## src/rtl/mpu_load_arbiter.sv

```systemverilog
// Arbiter sharing the single mpu_load unit between NREQ matrix sources.
// Round-robin by default; define MPU_LOAD_ARB_FIXED_PRIORITY_EN for fixed lowest-index priority.
module mpu_load_arbiter #(
    parameter int NREQ            = 2,
    parameter int TIMEOUT         = 16,
    parameter int FP              = 32,
    parameter int MBITS           = 3,
    parameter int NBITS           = 3,
    parameter int MATRIX_REG_SIZE = 3
) (
    input  logic                                   clk,
    input  logic                                   rst,
    input  logic [NREQ-1:0]                        req_en,
    input  logic [NREQ-1:0][FP-1:0]                req_element,
    input  logic [NREQ-1:0][MBITS:0]               req_m_size,
    input  logic [NREQ-1:0][NBITS:0]               req_n_size,
    input  logic [NREQ-1:0][MATRIX_REG_SIZE-1:0]   req_load_addr,
    output logic [NREQ-1:0]                        req_ack,
    output logic [NREQ-1:0]                        req_error,
    output logic [NREQ-1:0]                        grant,
    output logic                                   busy,
    output logic                                   load_en,
    output logic [FP-1:0]                          load_element,
    output logic [MBITS:0]                         load_m_size,
    output logic [NBITS:0]                         load_n_size,
    output logic [MATRIX_REG_SIZE-1:0]             load_addr,
    input  logic                                   load_ack,
    input  logic                                   load_error
);

    localparam int IW = (NREQ > 1) ? $clog2(NREQ) : 1;
    localparam int CW = $clog2(TIMEOUT) + 1;

    typedef enum logic [1:0] {
        ARB_IDLE   = 2'd0,
        ARB_START  = 2'd1,
        ARB_STREAM = 2'd2,
        ARB_DONE   = 2'd3
    } arb_state_t;

    arb_state_t          state_r, state_nx_s;
    logic [NREQ-1:0]     grant_r, grant_nx_s;
    logic [NREQ-1:0]     req_error_r, req_error_nx_s;
    logic [IW-1:0]       rr_ptr_r, rr_ptr_nx_s, rr_adv_s;
    logic [CW-1:0]       cnt_r, cnt_nx_s;
    logic                busy_r, load_en_r;

    logic [IW:0]         cand_s;
    logic [IW-1:0]       winner_idx_s;
    logic                found_s;
    logic                hit_s;

    // Pointer to the requester following the current owner (wraps at NREQ).
    function automatic logic [IW-1:0] next_ptr(input logic [NREQ-1:0] oh);
        logic [IW-1:0] idx;
        idx = {IW{1'b0}};
        for (int i = 0; i < NREQ; i++) begin
            idx = idx | (oh[i] ? IW'(i) : {IW{1'b0}});
        end
        return (idx == IW'(NREQ - 1)) ? {IW{1'b0}} : idx + IW'(1);
    endfunction

    assign grant     = grant_r;
    assign req_error = req_error_r;
    assign busy      = busy_r;
    assign load_en   = load_en_r;
    assign req_ack   = grant_r & {NREQ{load_ack}};

    // Winner search starting at rr_ptr; rr_ptr stays 0 in the fixed-priority build.
    always_comb begin
        winner_idx_s = {IW{1'b0}};
        found_s      = 1'b0;
        cand_s       = {(IW+1){1'b0}};
        hit_s        = 1'b0;
        for (int k = 0; k < NREQ; k++) begin
            cand_s       = {1'b0, rr_ptr_r} + (IW+1)'(k);
            cand_s       = (cand_s >= (IW+1)'(NREQ)) ? cand_s - (IW+1)'(NREQ) : cand_s;
            hit_s        = !found_s && req_en[cand_s[IW-1:0]];
            winner_idx_s = hit_s ? cand_s[IW-1:0] : winner_idx_s;
            found_s      = found_s | hit_s;
        end
    end

    // Pointer value to adopt when the current transfer finishes.
    always_comb begin
`ifdef MPU_LOAD_ARB_FIXED_PRIORITY_EN
        rr_adv_s = {IW{1'b0}};
`else
        rr_adv_s = next_ptr(grant_r);
`endif
    end

    // Next-state and next-register logic of the arbitration FSM.
    always_comb begin
        state_nx_s     = state_r;
        grant_nx_s     = grant_r;
        rr_ptr_nx_s    = rr_ptr_r;
        cnt_nx_s       = cnt_r;
        req_error_nx_s = {NREQ{1'b0}};
        case (state_r)
            ARB_IDLE: begin
                cnt_nx_s = {CW{1'b0}};
                if (found_s) begin
                    grant_nx_s = {{(NREQ-1){1'b0}}, 1'b1} << winner_idx_s;
                    state_nx_s = ARB_START;
                end else begin
                    grant_nx_s = {NREQ{1'b0}};
                end
            end
            ARB_START: begin
                if (load_error) begin
                    req_error_nx_s = grant_r;
                    grant_nx_s     = {NREQ{1'b0}};
                    rr_ptr_nx_s    = rr_adv_s;
                    cnt_nx_s       = {CW{1'b0}};
                    state_nx_s     = ARB_DONE;
                end else if (load_ack) begin
                    cnt_nx_s   = {CW{1'b0}};
                    state_nx_s = ARB_STREAM;
                end else if (cnt_r >= CW'(TIMEOUT - 1)) begin
                    // Load unit never answered: abort this requester's handshake.
                    req_error_nx_s = grant_r;
                    grant_nx_s     = {NREQ{1'b0}};
                    rr_ptr_nx_s    = rr_adv_s;
                    cnt_nx_s       = {CW{1'b0}};
                    state_nx_s     = ARB_DONE;
                end else begin
                    cnt_nx_s = (cnt_r == {CW{1'b1}}) ? cnt_r : cnt_r + CW'(1);
                end
            end
            ARB_STREAM: begin
                if (!load_ack) begin
                    grant_nx_s  = {NREQ{1'b0}};
                    rr_ptr_nx_s = rr_adv_s;
                    state_nx_s  = ARB_DONE;
                end else begin
                    state_nx_s = ARB_STREAM;
                end
            end
            ARB_DONE: begin
                grant_nx_s = {NREQ{1'b0}};
                state_nx_s = ARB_IDLE;
            end
            default: begin
                grant_nx_s = {NREQ{1'b0}};
                cnt_nx_s   = {CW{1'b0}};
                state_nx_s = ARB_IDLE;
            end
        endcase
    end

    // FSM state and arbitration registers.
    always_ff @(posedge clk or posedge rst) begin
        if (rst) begin
            state_r     <= ARB_IDLE;
            grant_r     <= {NREQ{1'b0}};
            req_error_r <= {NREQ{1'b0}};
            rr_ptr_r    <= {IW{1'b0}};
            cnt_r       <= {CW{1'b0}};
            busy_r      <= 1'b0;
            load_en_r   <= 1'b0;
        end else begin
            state_r     <= state_nx_s;
            grant_r     <= grant_nx_s;
            req_error_r <= req_error_nx_s;
            rr_ptr_r    <= rr_ptr_nx_s;
            cnt_r       <= cnt_nx_s;
            busy_r      <= (state_nx_s != ARB_IDLE);
            load_en_r   <= (state_nx_s == ARB_START);
        end
    end

    // AND-OR mux of the granted requester's stream; zero when nobody owns the unit.
    always_comb begin
        load_element = {FP{1'b0}};
        load_m_size  = {(MBITS+1){1'b0}};
        load_n_size  = {(NBITS+1){1'b0}};
        load_addr    = {MATRIX_REG_SIZE{1'b0}};
        for (int i = 0; i < NREQ; i++) begin
            load_element = load_element | (req_element[i]   & {FP{grant_r[i]}});
            load_m_size  = load_m_size  | (req_m_size[i]    & {(MBITS+1){grant_r[i]}});
            load_n_size  = load_n_size  | (req_n_size[i]    & {(NBITS+1){grant_r[i]}});
            load_addr    = load_addr    | (req_load_addr[i] & {MATRIX_REG_SIZE{grant_r[i]}});
        end
    end

endmodule

```

## config.mk

```make
export PLATFORM = sky130hd
export DESIGN_NAME = mpu_load_arbiter
export DESIGN_NICKNAME = d
export VERILOG_FILES = /design/src/rtl/mpu_load_arbiter.sv
export SDC_FILE = /design/constraint.sdc
export NUM_CORES = 1
export LEC_CHECK = 0
export ABC_AREA = 1
export BUFFER_PORTS_ARGS = -buffer_cell sky130_fd_sc_hd__buf_2
export CORE_MARGIN = 1
export CORE_UTILIZATION = 36
export DETAILED_ROUTE_END_ITERATION = 8
export PLACE_DENSITY = 0.9
export SYNTH_ARGS = -nofsm -noshare
export SYNTH_HDL_FRONTEND = slang
export SYNTH_SLANG_ARGS = --single-unit
```

## constraint.sdc

```tcl
create_clock -name clk -period 4.3 [get_ports clk]
set_input_delay 1.29 -clock clk [delete_from_list [all_inputs] [get_ports clk]]
set_output_delay 1.29 -clock clk [all_outputs]
set_load 0.005 [all_outputs]
```

---- After elaboration in Yosys (flattened, before gate mapping) ----
Cells that the tools add are included.
word-level totals
  register bits ........................... 14
  bits in latches ......................... 0
  bits in writable memories ............... 0
  ROM bits ................................ 0
  input bits .............................. 92
  output and inout bits ................... 51
  word-level logic and storage cells ...... 86
  memories ................................ 0
cells by class
  add/sub/neg operators ................... 5
  multiply operators ...................... 0
  divide/modulo/power cells ............... 0
  order comparisons ....................... 5
  equality and inequality tests ........... 9
  shifts and indexed selects .............. 1
  mux-type cells .......................... 36
  bitwise operators ....................... 14
  reductions and logical operators ........ 9
operators with widths
  operator                                             count
  bitwise AND 32 bit                                   2
  OR 32 bit                                            1
  2-to-1 mux 2 bit                                     13
  2-to-1 mux 5 bit                                     4
  bitwise AND 4 bit                                    4
  case mux 2 bit (4 select lines)                      2
  2-to-1 mux 1 bit                                     15
  case mux 5 bit (2 select lines)                      1
  OR 4 bit                                             2
  bitwise AND 3 bit                                    2
  inequality test 3 bit, second input constant         2
  nonzero test 2 bit                                   3
  adder 5 x 1 -> 5 bit, second input constant          1
  equality test 5 bit, second input constant           1
  >= comparator 5 x 4 -> 1 bit, second input constant  1
  inequality test 5 bit, second input constant         1
  equality test 2 x 1 -> 1 bit, second input constant  2
  equality test 2 bit, second input constant           2
  < comparator 1 x 2 -> 1 bit, second input constant   2
  AND reduction 4 bit                                  1
  OR 3 bit                                             1
  AND reduction 3 bit                                  1
  adder 1 x 1 -> 2 bit, second input constant          1
  bitwise AND 2 bit                                    1
  other kinds (12)                                     13

---- Longest topological paths before layout ----
  depth in word-level cells ............... 10
  depth in mapped cells ................... 13

---- Least setup slack after synthesis ----
Ideal clock, no wire load.
  path type ............................... input -> output
  start point ............................. input load_ack
  end point ............................... output req_ack[1]
  arrival ................................. 1.516 ns
  required time ........................... 3.010 ns
  setup slack ............................. 1.494 ns
  stages on the path ...................... 3
  path buffers ............................ 1
  path through ............................ buf_6 -> nand2_1 -> inv_1
on the way
  longest elaborated chain between the ends .. 1
ends and longest elaborated chain
  item               RTL line  source
  from (decl)        27        input logic load_ack,
  bitwise AND 2 bit  67        assign req_ack = grant_r & {NREQ{load_ack}};
  to (decl)          18        output logic [NREQ-1:0] req_ack,
No other way between the ends.

---- Worst setup path after layout ----
  start point ............................. register grant_r[1] (netlist: grant[1])
  end point ............................... output load_element[9]
on the way
  longest elaborated chain between the ends .. 2
ends and longest elaborated chain
  item                    RTL line  source
  from (decl)             42        logic [NREQ-1:0] grant_r, grant_nx_s;
  from (signal assigned)  156       grant_r <= {NREQ{1'b0}};
  from (signal assigned)  164       grant_r <= grant_nx_s;
  bitwise AND 32 bit      180       load_element = load_element | (req_element[i] & {FP{grant_r[i]}});
  OR 32 bit               180
  to (decl)               23        output logic [FP-1:0] load_element,
No other way between the ends.

==> metrics.txt <==
WP data arrival=1.91 ns; CTS buffer count=3; most frequent cells in the layout=buf_2 (142), a22o_1 (43), nand2_1 (32), dfrtp_1 (14), inv_1 (12); number of global-route vias before repair=1353; Die H=60.9 um; fin. max-slew vios=0; top cells by area, synth=a22o_1 (30%), dfrtp_1 (28%), nand2_1 (9.6%), buf_2 (3.6%), inv_1 (3.6%); Fillers=291; Detailed Route Iter0 Violations=48; reg-to-reg startpoint=cnt_r[0]; Worst Setup SP=grant[1]; CTS clk-pin slew, worst paths=0.08 ns; Yosys cell types=26; CTS tree=built; fmax=313 MHz; post-CTS setup buffer count=0; Final setup viols=0; initial core utilization=0.374; antenna violations before repair=1; root buf cell=clkbuf_4; synth warn=0; Synth Instances=156; commonest non-fill, non-tap cell in the layout=buf_2; dpl ws=1.22 ns; post-synth top area cell=a22o_1; die width=60.9 um; TritonRoute pass-1 iters=4; Layout Nets=389; WL final=4490 um; Resized Gates After CTS=0; #FFs+latches synth=14; sequential area share after synthesis=0.281; pin count of the biggest net entering global routing=33; share of layout cells above drive strength 1=0.567; setup TNS=0 ns; Pwr Density=~470 nW/um^2; Syn Std Cell Area=1250 um^2; highest net fanout along the worst path=32; Synth top area share=0.302; Crit Path Category=flop to primary output; Tcrit/Tclk final=0.744; vias post-DR=1684; leakage=around 1.3 nW; syn nets=approximately 250; RSZ-0062 raised after global routing=false; Bufs on Longest Clock Path=2; GR Util All Layers=0.230; worst min-delay path class=flop to flop; CTS H-tree depth=1; multi-input logic area=approximately 770 um^2; wire per inst=13.3 um; dpl hpwl=3710 um; clock latency on the worst-skew pair=0.30 ns; Detail Route Antenna Nets=0; Core Area=3340 um^2; Layout area overhead=60.8%; Post-Place Cells=335; mean number of vias per cell=4.97; Clock Sinks=14; Least-Margin Pin Slew=between 0.9 and 1 ns; status=finished clean; Worst Slack Setup Final=1.10 ns; Hold Violations, Final=0; VDD IR max=roughly 0.27 mV; Req. time, crit path=3.01 ns; FP Rows=21; CTS Hold Bufs=0; final non-filler cell total=between 300 and 400; Post-route DRC=0; minimum clock period=3.20 ns; Rel. slew slack=0.379; Mean Syn Cell Area=8.00 um^2; Worst Hold Launch=rr_ptr_r; number of diodes=0; R2R Setup Slk=2.54 ns; DIE AREA=3710 um^2; # port buffers=approximately 140; Fin Clk Skew=0.00309 ns; max cap viols=0; crit end category=primary output; gr ovfl total=0; register area=350 um^2; first-pass GRT wire length=6060 um; GPL Wtd Cong=between 0.9 and 1; Startpoint Class=flop; IO Pins=143
cells by family after synthesis:
group / count (synthesis) / synth area share
AO/OA/AOI/OAI: 49 / 0.334
adder cells (fa/ha/maj): 3 / 0.0301
AND/OR/NAND/NOR: 62 / 0.254
flip-flops: 14 / 0.281
buffers and inverters: 28 / 0.102
registers in the layout, summed over array words and instances, names as in the netlist:
register,flops
req_error,2
state_r,2
grant,2
rr_ptr_r,1
load_en,1
busy,1
cnt_r,5
layer usage:
layer | up-vias | GRT usage | part of all wire
met5 | - | 0 | 0
met4 | 0 | 0.0747 | 0.014
met3 | 9 | 0.0405 | 0.072
met2 | 89 | 0.416 | 0.51
met1 | 760 | 0.277 | 0.40
li1 | 826 | - | -
cell type report:
type	instances	share of cell area
repair buffers	144	0.361
multi-input cells	114	0.384
flip-flops and latches	14	0.174
clock buffers	4	0.0181
well taps	46	0.0287
inverters	17	0.0336
worst max-delay path, stage by stage (launching register included):
cell     delay (ns)
dfrtp_1        0.96
buf_4          0.36
a22o_1         0.17
buf_2          0.12
cells in the mapped netlist:
library cell  instances
inv_4                 1
a22o_1               43
nor2_2                3
o21ai_0               1
nor2_1               10
nand2_2               2
buf_6                 1
nor3_2                1
dfrtp_1              14
inv_2                 3
clkinv_2              1
o211ai_1              1
nand2_4               3
a21oi_2               1
o21ai_2               1
nand4_1               2
nand2_1              32
buf_2                 9
nand3_4               1
clkbuf_1              1
ha_1                  3
nor2_4                1
o21ai_1               2
nand3_1               4
inv_1                12
nand3b_1              3
path summary, 6_finish.rpt:
kind	end	cells past startpoint
max	load_element[9]	3
min	rr_ptr_r	2
max reg2reg	cnt_r[4]	11
min reg2reg	rr_ptr_r	2
max in group asynchronous	state_r[0]	2
min in group asynchronous	cnt_r[2]	2
where the power goes:
part	internal, mW	switching [mW]	leakage [nW]
clock network	0.0517	0.0477	0.0210
logic	0.310	0.302	1.06
registers	0.166	0.0727	0.183
total	0.528	0.423	1.26
per-stage QoR:
step	utilization	total power, mW	hold slack [ns]	cell area (um^2)
3_3_place_gp	0.591	0.840	0.453	1970
5_1_grt	0.602	1.05	0.516	2010
4_1_cts	0.602	0.952	0.476	2010
2_1_floorplan	-	0.596	0.436	1250
3_5_place_dp	0.591	0.852	0.457	1970
6_report	0.602	0.951	0.472	2010
No activity file was read; power rests on OpenSTA's default activity.
